`config.mk`:
```
export PLATFORM = sky130hd
export DESIGN_NAME = mem_arbiter_flat
export DESIGN_NICKNAME = d
export VERILOG_FILES = /design/src/rtl/mem_arbiter_if.sv /design/src/rtl/mem_arbiter.sv /design/src/flat_wrapper.sv
export SDC_FILE = /design/constraint.sdc
export NUM_CORES = 1
export LEC_CHECK = 0
export CAP_MARGIN = 25
export CORE_AREA = 2 2 547 549
export CTS_CLUSTER_DIAMETER = 50
export DETAILED_ROUTE_END_ITERATION = 10
export DIE_AREA = 0 0 549 551
export MAX_ROUTING_LAYER = met4
export SLEW_MARGIN = 20
export SYNTH_ARGS = -nofsm -noshare
export SYNTH_HDL_FRONTEND = slang
export SYNTH_SLANG_ARGS = --single-unit
```
`constraint.sdc`:
```
create_clock -name clk_i -period 2.1 [get_ports clk_i]
set_input_delay 0.42 -clock clk_i [delete_from_list [all_inputs] [get_ports clk_i]]
set_output_delay 0.42 -clock clk_i [all_outputs]
set_load 0.01 [all_outputs]
```
`src/rtl/mem_arbiter_if.sv`:
```
// Bundles the two requester ports, the memory port and the status outputs of
// mem_arbiter; master is the arbiter's view, slave is the surrounding system's.
interface mem_arbiter_if #(
    parameter int ADDR_W = 32,
    parameter int LINE_W = 256
);
    logic              req0_enable_i;
    logic              req0_write_i;
    logic [ADDR_W-1:0] req0_addr_i;
    logic [LINE_W-1:0] req0_data_i;
    logic              req0_ack_o;

    logic              req1_enable_i;
    logic              req1_write_i;
    logic [ADDR_W-1:0] req1_addr_i;
    logic [LINE_W-1:0] req1_data_i;
    logic              req1_ack_o;

    logic [LINE_W-1:0] req_data_o;

    logic              mem_enable_o;
    logic              mem_write_o;
    logic [ADDR_W-1:0] mem_addr_o;
    logic [LINE_W-1:0] mem_data_o;
    logic              mem_ack_i;
    logic [LINE_W-1:0] mem_data_i;

    logic [1:0]        grant_o;
    logic              err_o;

    modport master (
        input  req0_enable_i, req0_write_i, req0_addr_i, req0_data_i,
        input  req1_enable_i, req1_write_i, req1_addr_i, req1_data_i,
        input  mem_ack_i, mem_data_i,
        output req0_ack_o, req1_ack_o, req_data_o,
        output mem_enable_o, mem_write_o, mem_addr_o, mem_data_o,
        output grant_o, err_o
    );

    modport slave (
        output req0_enable_i, req0_write_i, req0_addr_i, req0_data_i,
        output req1_enable_i, req1_write_i, req1_addr_i, req1_data_i,
        output mem_ack_i, mem_data_i,
        input  req0_ack_o, req1_ack_o, req_data_o,
        input  mem_enable_o, mem_write_o, mem_addr_o, mem_data_o,
        input  grant_o, err_o
    );
endinterface

```
`src/rtl/mem_arbiter.sv`:
```
// Round-robin arbiter sharing one line-wide memory port between the I-side
// (requester 0) and D-side (requester 1), with a busy watchdog and sticky error.
module mem_arbiter #(
    parameter int ADDR_W  = 32,
    parameter int LINE_W  = 256,
    parameter int TIMEOUT = 63
) (
    input  logic          clk_i,
    input  logic          rst_i,
    mem_arbiter_if.master bus
);
    typedef enum logic [1:0] {
        IDLE,
        BUSY,
        GAP
    } state_e;

    localparam logic [6:0] CNT_LAST = 7'(TIMEOUT - 1);

    state_e            state_q, state_d;
    logic [1:0]        grant_q, grant_d;
    logic              last_q, last_d;      // 1 = requester 1 was served last
    logic [6:0]        cnt_q, cnt_d;
    logic              mem_en_q, mem_en_d;
    logic              write_q, write_d;
    logic [ADDR_W-1:0] addr_q, addr_d;
    logic [LINE_W-1:0] data_q, data_d;
    logic              err_q, err_d;

    logic any_req;
    logic pick1;
    logic busy_ack;
    logic timeout;

    assign any_req  = bus.req0_enable_i | bus.req1_enable_i;
    assign pick1    = bus.req1_enable_i & (~bus.req0_enable_i | ~last_q);
    assign busy_ack = (state_q == BUSY) & bus.mem_ack_i;
    // A real ack on the final allowed cycle still completes normally.
    assign timeout  = (state_q == BUSY) & ~bus.mem_ack_i & (cnt_q == CNT_LAST);

    always_comb begin
        // NOTE: every _d gets its hold value first; a path that skipped one would infer a latch.
        state_d  = state_q;
        grant_d  = grant_q;
        last_d   = last_q;
        cnt_d    = cnt_q;
        mem_en_d = mem_en_q;
        write_d  = write_q;
        addr_d   = addr_q;
        data_d   = data_q;
        err_d    = err_q;

        unique case (state_q)
            IDLE: begin
                err_d = err_q | bus.mem_ack_i;
                if (any_req) begin
                    state_d  = BUSY;
                    mem_en_d = 1'b1;
                    cnt_d    = '0;
                    grant_d  = pick1 ? 2'b10 : 2'b01;
                    write_d  = pick1 ? bus.req1_write_i : bus.req0_write_i;
                    addr_d   = pick1 ? bus.req1_addr_i  : bus.req0_addr_i;
                    data_d   = pick1 ? bus.req1_data_i  : bus.req0_data_i;
                end
            end
            BUSY: begin
                cnt_d = cnt_q + 7'd1;
                if (bus.mem_ack_i || timeout) begin
                    state_d  = GAP;
                    mem_en_d = 1'b0;
                    grant_d  = 2'b00;
                    last_d   = grant_q[1];
                    err_d    = err_q | timeout;
                end
            end
            GAP: begin
                state_d = IDLE;
                err_d   = err_q | bus.mem_ack_i;
            end
            default: state_d = IDLE;
        endcase
    end

    always_ff @(posedge clk_i) begin
        // NOTE: non-blocking only here, so every flop samples pre-edge values regardless of order.
        if (rst_i) begin
            state_q  <= IDLE;
            grant_q  <= 2'b00;
            last_q   <= 1'b1;
            cnt_q    <= '0;
            mem_en_q <= 1'b0;
            write_q  <= 1'b0;
            addr_q   <= '0;
            data_q   <= '0;
            err_q    <= 1'b0;
        end else begin
            state_q  <= state_d;
            grant_q  <= grant_d;
            last_q   <= last_d;
            cnt_q    <= cnt_d;
            mem_en_q <= mem_en_d;
            write_q  <= write_d;
            addr_q   <= addr_d;
            data_q   <= data_d;
            err_q    <= err_d;
        end
    end

    assign bus.req0_ack_o   = busy_ack & grant_q[0];
    assign bus.req1_ack_o   = busy_ack & grant_q[1];
    assign bus.req_data_o   = busy_ack ? bus.mem_data_i : '0;
    assign bus.mem_enable_o = mem_en_q;
    assign bus.mem_write_o  = write_q;
    assign bus.mem_addr_o   = addr_q;
    assign bus.mem_data_o   = data_q;
    assign bus.grant_o      = grant_q;
    assign bus.err_o        = err_q;
endmodule

```
`src/flat_wrapper.sv`:
```
// flat-port wrapper written by rule: the top's interface ports become plain ports
module mem_arbiter_flat 
#(
    parameter int ADDR_W  = 32,
    parameter int LINE_W  = 256,
    parameter int TIMEOUT = 63
)
  (clk_i, rst_i, bus_req0_enable_i, bus_req0_write_i, bus_req0_addr_i, bus_req0_data_i, bus_req1_enable_i, bus_req1_write_i, bus_req1_addr_i, bus_req1_data_i, bus_mem_ack_i, bus_mem_data_i, bus_req0_ack_o, bus_req1_ack_o, bus_req_data_o, bus_mem_enable_o, bus_mem_write_o, bus_mem_addr_o, bus_mem_data_o, bus_grant_o, bus_err_o);
  mem_arbiter_if #(.ADDR_W(ADDR_W), .LINE_W(LINE_W)) bus_i ();
  input  logic clk_i;
  input  logic rst_i;
  input wire logic [$bits(bus_i.req0_enable_i)-1:0] bus_req0_enable_i;
  input wire logic [$bits(bus_i.req0_write_i)-1:0] bus_req0_write_i;
  input wire logic [$bits(bus_i.req0_addr_i)-1:0] bus_req0_addr_i;
  input wire logic [$bits(bus_i.req0_data_i)-1:0] bus_req0_data_i;
  input wire logic [$bits(bus_i.req1_enable_i)-1:0] bus_req1_enable_i;
  input wire logic [$bits(bus_i.req1_write_i)-1:0] bus_req1_write_i;
  input wire logic [$bits(bus_i.req1_addr_i)-1:0] bus_req1_addr_i;
  input wire logic [$bits(bus_i.req1_data_i)-1:0] bus_req1_data_i;
  input wire logic [$bits(bus_i.mem_ack_i)-1:0] bus_mem_ack_i;
  input wire logic [$bits(bus_i.mem_data_i)-1:0] bus_mem_data_i;
  output wire logic [$bits(bus_i.req0_ack_o)-1:0] bus_req0_ack_o;
  output wire logic [$bits(bus_i.req1_ack_o)-1:0] bus_req1_ack_o;
  output wire logic [$bits(bus_i.req_data_o)-1:0] bus_req_data_o;
  output wire logic [$bits(bus_i.mem_enable_o)-1:0] bus_mem_enable_o;
  output wire logic [$bits(bus_i.mem_write_o)-1:0] bus_mem_write_o;
  output wire logic [$bits(bus_i.mem_addr_o)-1:0] bus_mem_addr_o;
  output wire logic [$bits(bus_i.mem_data_o)-1:0] bus_mem_data_o;
  output wire logic [$bits(bus_i.grant_o)-1:0] bus_grant_o;
  output wire logic [$bits(bus_i.err_o)-1:0] bus_err_o;
  assign bus_i.req0_enable_i = bus_req0_enable_i;
  assign bus_i.req0_write_i = bus_req0_write_i;
  assign bus_i.req0_addr_i = bus_req0_addr_i;
  assign bus_i.req0_data_i = bus_req0_data_i;
  assign bus_i.req1_enable_i = bus_req1_enable_i;
  assign bus_i.req1_write_i = bus_req1_write_i;
  assign bus_i.req1_addr_i = bus_req1_addr_i;
  assign bus_i.req1_data_i = bus_req1_data_i;
  assign bus_i.mem_ack_i = bus_mem_ack_i;
  assign bus_i.mem_data_i = bus_mem_data_i;
  assign bus_req0_ack_o = bus_i.req0_ack_o;
  assign bus_req1_ack_o = bus_i.req1_ack_o;
  assign bus_req_data_o = bus_i.req_data_o;
  assign bus_mem_enable_o = bus_i.mem_enable_o;
  assign bus_mem_write_o = bus_i.mem_write_o;
  assign bus_mem_addr_o = bus_i.mem_addr_o;
  assign bus_mem_data_o = bus_i.mem_data_o;
  assign bus_grant_o = bus_i.grant_o;
  assign bus_err_o = bus_i.err_o;
  mem_arbiter #(.ADDR_W(ADDR_W), .LINE_W(LINE_W), .TIMEOUT(TIMEOUT)) u_core (.clk_i(clk_i), .rst_i(rst_i), .bus(bus_i));
endmodule
```
### Yosys cells after proc, flatten, opt, wreduce, memory -nomap -nowiden

Index checks and enable logic that the tools add are counted.

| storage, ports and cells | value |
|---|---|
| output and inout port bits | 551 |
| logic and storage cells | 57 |
| bits in registers | 303 |
| input bits | 839 |

| cells by class | value |
|---|---|
| bitwise logic cells | 13 |
| reduce and logical (&&, ||, !) cells | 11 |
| multiplexer cells | 18 |
| add/subtract/negate cells | 1 |
| equal/unequal tests | 5 |

Operators by type and width:

| operator | number |
|---|---|
| two-way mux 256 bit | 2 |
| two-way mux 32 bit | 1 |
| case mux 7 bit (2 select lines) | 1 |
| two-way mux 2 bit | 5 |
| AND reduction 2 bit | 5 |
| case mux 2 bit (2 select lines) | 2 |
| adder 7 x 1 -> 7 bit, second input constant | 1 |
| equality test 7 x 6 -> 1 bit, second input constant | 1 |
| two-way mux 7 bit | 1 |
| AND 1 bit | 6 |
| two-way mux 1 bit | 4 |
| OR 1 bit | 4 |
| case mux 1 bit (2 select lines) | 2 |
| nonzero test 2 bit | 2 |
| NOT 1 bit | 3 |
| AND reduction 3 bit | 1 |
| equality test 2 x 1 -> 1 bit, second input constant | 1 |
| equality test 2 bit, second input constant | 1 |
| logical NOT 2 bit | 1 |
| != test 2 x 1 -> 1 bit, second input constant | 1 |
| != test 2 bit, second input constant | 1 |
| OR reduction 2 bit | 1 |
| logical OR 1 bit | 1 |

### Logic depth before layout (Yosys ltp)

| depth | value |
|---|---|
| depth after elaboration | 6 |
| mapped depth | 7 |
| mapped depth without buffers | 5 |

### Least setup slack after synthesis

No wires, ideal clock.

| timing path | value |
|---|---|
| path type | flip-flop to output port |
| from | register u_core.state_q[0] |
| to | output bus_req_data_o[100] |
| setup slack | 0.353 ns |
| stages on the path, launching flop included | 7 |
| arrival | 1.327 ns |
| data required time | 1.680 ns |
| buffers on the path | 4 |
| cells stage by stage | dfxtp_1 -> buf_2 -> and3b_1 -> buf_2 -> buf_2 -> clkbuf_1 -> and2_1 |

| between the ends | value |
|---|---|
| longest elaborated chain between the ends | 3 |

RTL lines:

| what | line | source |
|---|---|---|
| start, declared | mem_arbiter.sv:20 | `state_e state_q, state_d;` |
| start signal, assigned | mem_arbiter.sv:97 | `state_q <= state_d;` |
| equality test 2 x 1 -> 1 bit | mem_arbiter.sv:37 | `assign busy_ack = (state_q == BUSY) & bus.mem_ack_i;` |
| AND 1 bit | mem_arbiter.sv:37 |  |
| two-way mux 256 bit | mem_arbiter.sv:111 | `assign bus.req_data_o = busy_ack ? bus.mem_data_i : '0;` |
| end, declared | flat_wrapper.sv:24 | `output wire logic [$bits(bus_i.req_data_o)-1:0] bus_req_data_o;` |

Every way passes these cells.

### Worst setup path in the final report

| timing path | value |
|---|---|
| from | register u_core.state_q[1] |
| to | output bus_req_data_o[129] |

Same word-level chain as after synthesis.

==> results.toml <==
[placement]
io_buffers = 1389
gp_congestion = 0.9331
dp_slack_ns = -0.7755
dp.cells = 7295
placed_area_sq_um = 35840
dp_hpwl_mm = 224.6

[timing]
max_freq_mhz = 347.9
rsz0062_at_grt = "yes"
fin_tns_setup_ns = -163.56
slew-limit-headroom_pct = 52.01
min_period_ns = 2.875
fin_crit_sh_pct = 136.9
finalHoldViolations = 0
finalSetupViolCount = 258
slew_viol_final = 0
skew_ns = 0.08306
worstMarginPinSlew_ns = 0.7187
worst_slack_ns = -0.7748

[global_route]
antenna_found_initial = 216
gr-total-overflow = 0
grt_max_degree = 57
grt_pass1_vias = 20510
grt_usage_pct = 15.94
grt_pass1_wl_mm = 286.2

[synthesis]
synth_fp_nets = 2811
synth_cell_types = 32
yosysWarnings = 0
netlist_instances = 1970
yosys-top-cells-area = "dfxtp_1 41%, a311oi_1 17%, nand2_1 15%, and2_1 11%, nor2_1 7.6%"
syn-cell-area_sq_um = 14660
synth_top_area_share_pct = 41.38
synth_top_area_cell = "dfxtp_1"
ys_ff_latch = 303
avgSynthCellArea_sq_um = 7.441
ys_seq_area_share_pct = 41.38

[floorplanning]
die_h_um = 551
io_pins = 1390
rows = 200
core_area_sq_um = 296300
start_util_pct = 4.948
die_w_um = 549
die-area_sq_um = 302500

[run_status]
violations = "setup timing"
status = "finished, violations left"

[clock_network]
clkTransAtPathRegs_ns = 0.06
clock-root-buffer = "clkbuf_16"
clkLatencyLatePin_ns = 0.72
clock_path_buffers = 3
cts_tree = "yes"
cts_buffers = 53
htreeDepth = 2
cts.sinks = 303

[drt]
vias = 21270
drc = 0
ant_nets = 0
drtPass1Iterations = 5
wl_mm = 244.5
via_per_inst = 2.831
drt-wirelength-per-cell_um = 32.54
drt_iter0_markers = 1252

[finish]
syn2layout_area_growth_pct = 167.7
finalNetCount = 4277
instances_no_fill = 7514
drive_above_1_share_pct = 22.56
design_area_sq_um = 39240

[hold_path]
holdCritPathClass = "in -> reg"

[worst_setup_path]
required_ns = 1.68
end_kind = "output port"
criticalPathCategory = "reg -> out"
start_kind = "flip-flop"
crit_fanout = 17
arrival_ns = 2.45

[pwr]
ir_worst_vdd_mv = 0.6643
power_per_cell_area_nw_per_um2 = 640.7
total_power_mw = 25.14
p_leak_nw = 16.87

[job]
maxCapViolations = 0
## logic make-up after synthesis
group / share of synthesized area [%]
simple gates: 34.53
flops: 41.38
buf+inv: 5.667
fa+ha+maj: 0.1707
compound gates: 18.25
## registers in the layout (all words and copies together) (netlist names)
signal,flops
u_core.bus.grant_o,2
u_core.last_q,1
u_core.bus.mem_addr_o,32
u_core.bus.err_o,1
u_core.cnt_q,7
u_core.state_q,2
u_core.bus.mem_data_o,256
u_core.bus.mem_write_o,1
u_core.bus.mem_enable_o,1
## synth_stat cells
| library cell | n |
|---|---|
| inv_1 | 3 |
| and2_1 | 259 |
| nor3_4 | 1 |
| nand4_1 | 1 |
| ha_1 | 2 |
| a22o_1 | 1 |
| buf_2 | 76 |
| nor2_1 | 297 |
| o21a_1 | 1 |
| nand2_1 | 583 |
| nor2b_1 | 1 |
| and3_1 | 1 |
| o21ai_0 | 2 |
| buf_1 | 5 |
| nand3_1 | 3 |
| a41oi_1 | 3 |
| a211oi_1 | 1 |
| a31oi_1 | 1 |
| clkbuf_1 | 110 |
| nand2b_1 | 3 |
| and3b_1 | 1 |
| nand2_2 | 1 |
| dfxtp_1 | 303 |
| a311o_1 | 1 |
| a311oi_1 | 291 |
| nor3_1 | 5 |
| a32o_1 | 1 |
| buf_4 | 1 |
| nor4_1 | 1 |
| a21oi_1 | 8 |
| and4_1 | 2 |
| or2_2 | 1 |
## layer usage
layer / routed length [um] / track usage [%] / vias up / part of all wire (%)
li1: - / - / 9824 / -
met5: 0 / - / - / 0
met1: 94080 / 17.10 / 9770 / 38
met3: 25360 / 6.584 / 383 / 10
met2: 116200 / 27.16 / 1292 / 48
met4: 8846 / 3.750 / 0 / 3.6
## per-stage QoR
step | utilization [%] | hold WS, ns
2_1_floorplan | - | 0.4433
3_3_place_gp | 12.10 | 0.4697
4_1_cts | 12.79 | 0.04056
6_report | 13.24 | 0.1286
5_1_grt | 13.23 | 0.06899
3_5_place_dp | 12.10 | 0.4742
## final cells by class
type	count	area, sq um
clock inverters	38	548.0
inverters	3	11.26
repair buffers	1603	17910
flip-flops and latches	303	6071
well taps	3939	4928
diodes	95	237.7
clock buffers	61	1426
fillers	33900	257000
multi-input cells	1472	8110
## path summary, 6_finish.rpt
check,slack (ns),startpoint,depth (start not counted),endpoint
worst max-delay path,-0.77,u_core.state_q[1],7,bus_req_data_o[129]
worst min-delay path,0.13,rst_i,2,u_core.bus.mem_enable_o
worst max register to register,0.05,u_core.state_q[1],8,u_core.bus.grant_o[1]
worst min register to register,0.49,u_core.cnt_q[5],1,u_core.cnt_q[5]
## power breakdown
part | switching, mW | internal, mW | total (mW)
Combinational | 4.34 | 4.14 | 8.48
Clock | 3.81 | 6.07 | 9.87
Sequential | 0.384 | 6.41 | 6.79
Total | 8.53 | 16.6 | 25.1
## cells in the final DEF (no fill, tap or decap), types with 5 or more instances in the layout
cell	synthesis	final
clkinvlp_4	0	7
clkinv_4	0	7
nor2_1	297	297
dlymetal6s2s_1	0	176
buf_6	0	52
clkbuf_8	0	7
diode_2	0	95
buf_2	76	16
a21oi_1	8	8
buf_12	0	191
nor3_1	5	5
and2_1	259	127
dfxtp_1	303	299
buf_16	0	5
and2_4	0	132
clkdlybuf4s50_1	0	880
clkdlybuf4s15_2	0	13
clkbuf_2	0	22
nand2_1	583	583
clkbuf_16	0	60
clkinv_2	0	5
a311oi_1	291	291
buf_4	1	237
bufinv_16	0	9
## worst max-delay path: stages, from the launching register on
cell and delay, ns:
dfxtp_2 0.33, buf_12 0.14, and3b_4 0.32, buf_12 0.14, buf_16 0.17, buf_16 0.22, and2_1 0.22, buf_12 0.12
## timing repair
item,4_1_cts,5_1_grt
hold buffers,0,0
cloned,1,8
endpoints found under the setup margin,464,433
gates resized for setup,241,512
pin swaps,7,22
buffers inserted,4,12
hold endpoints to repair,0,0
Power figures use the tool's default switching activity.
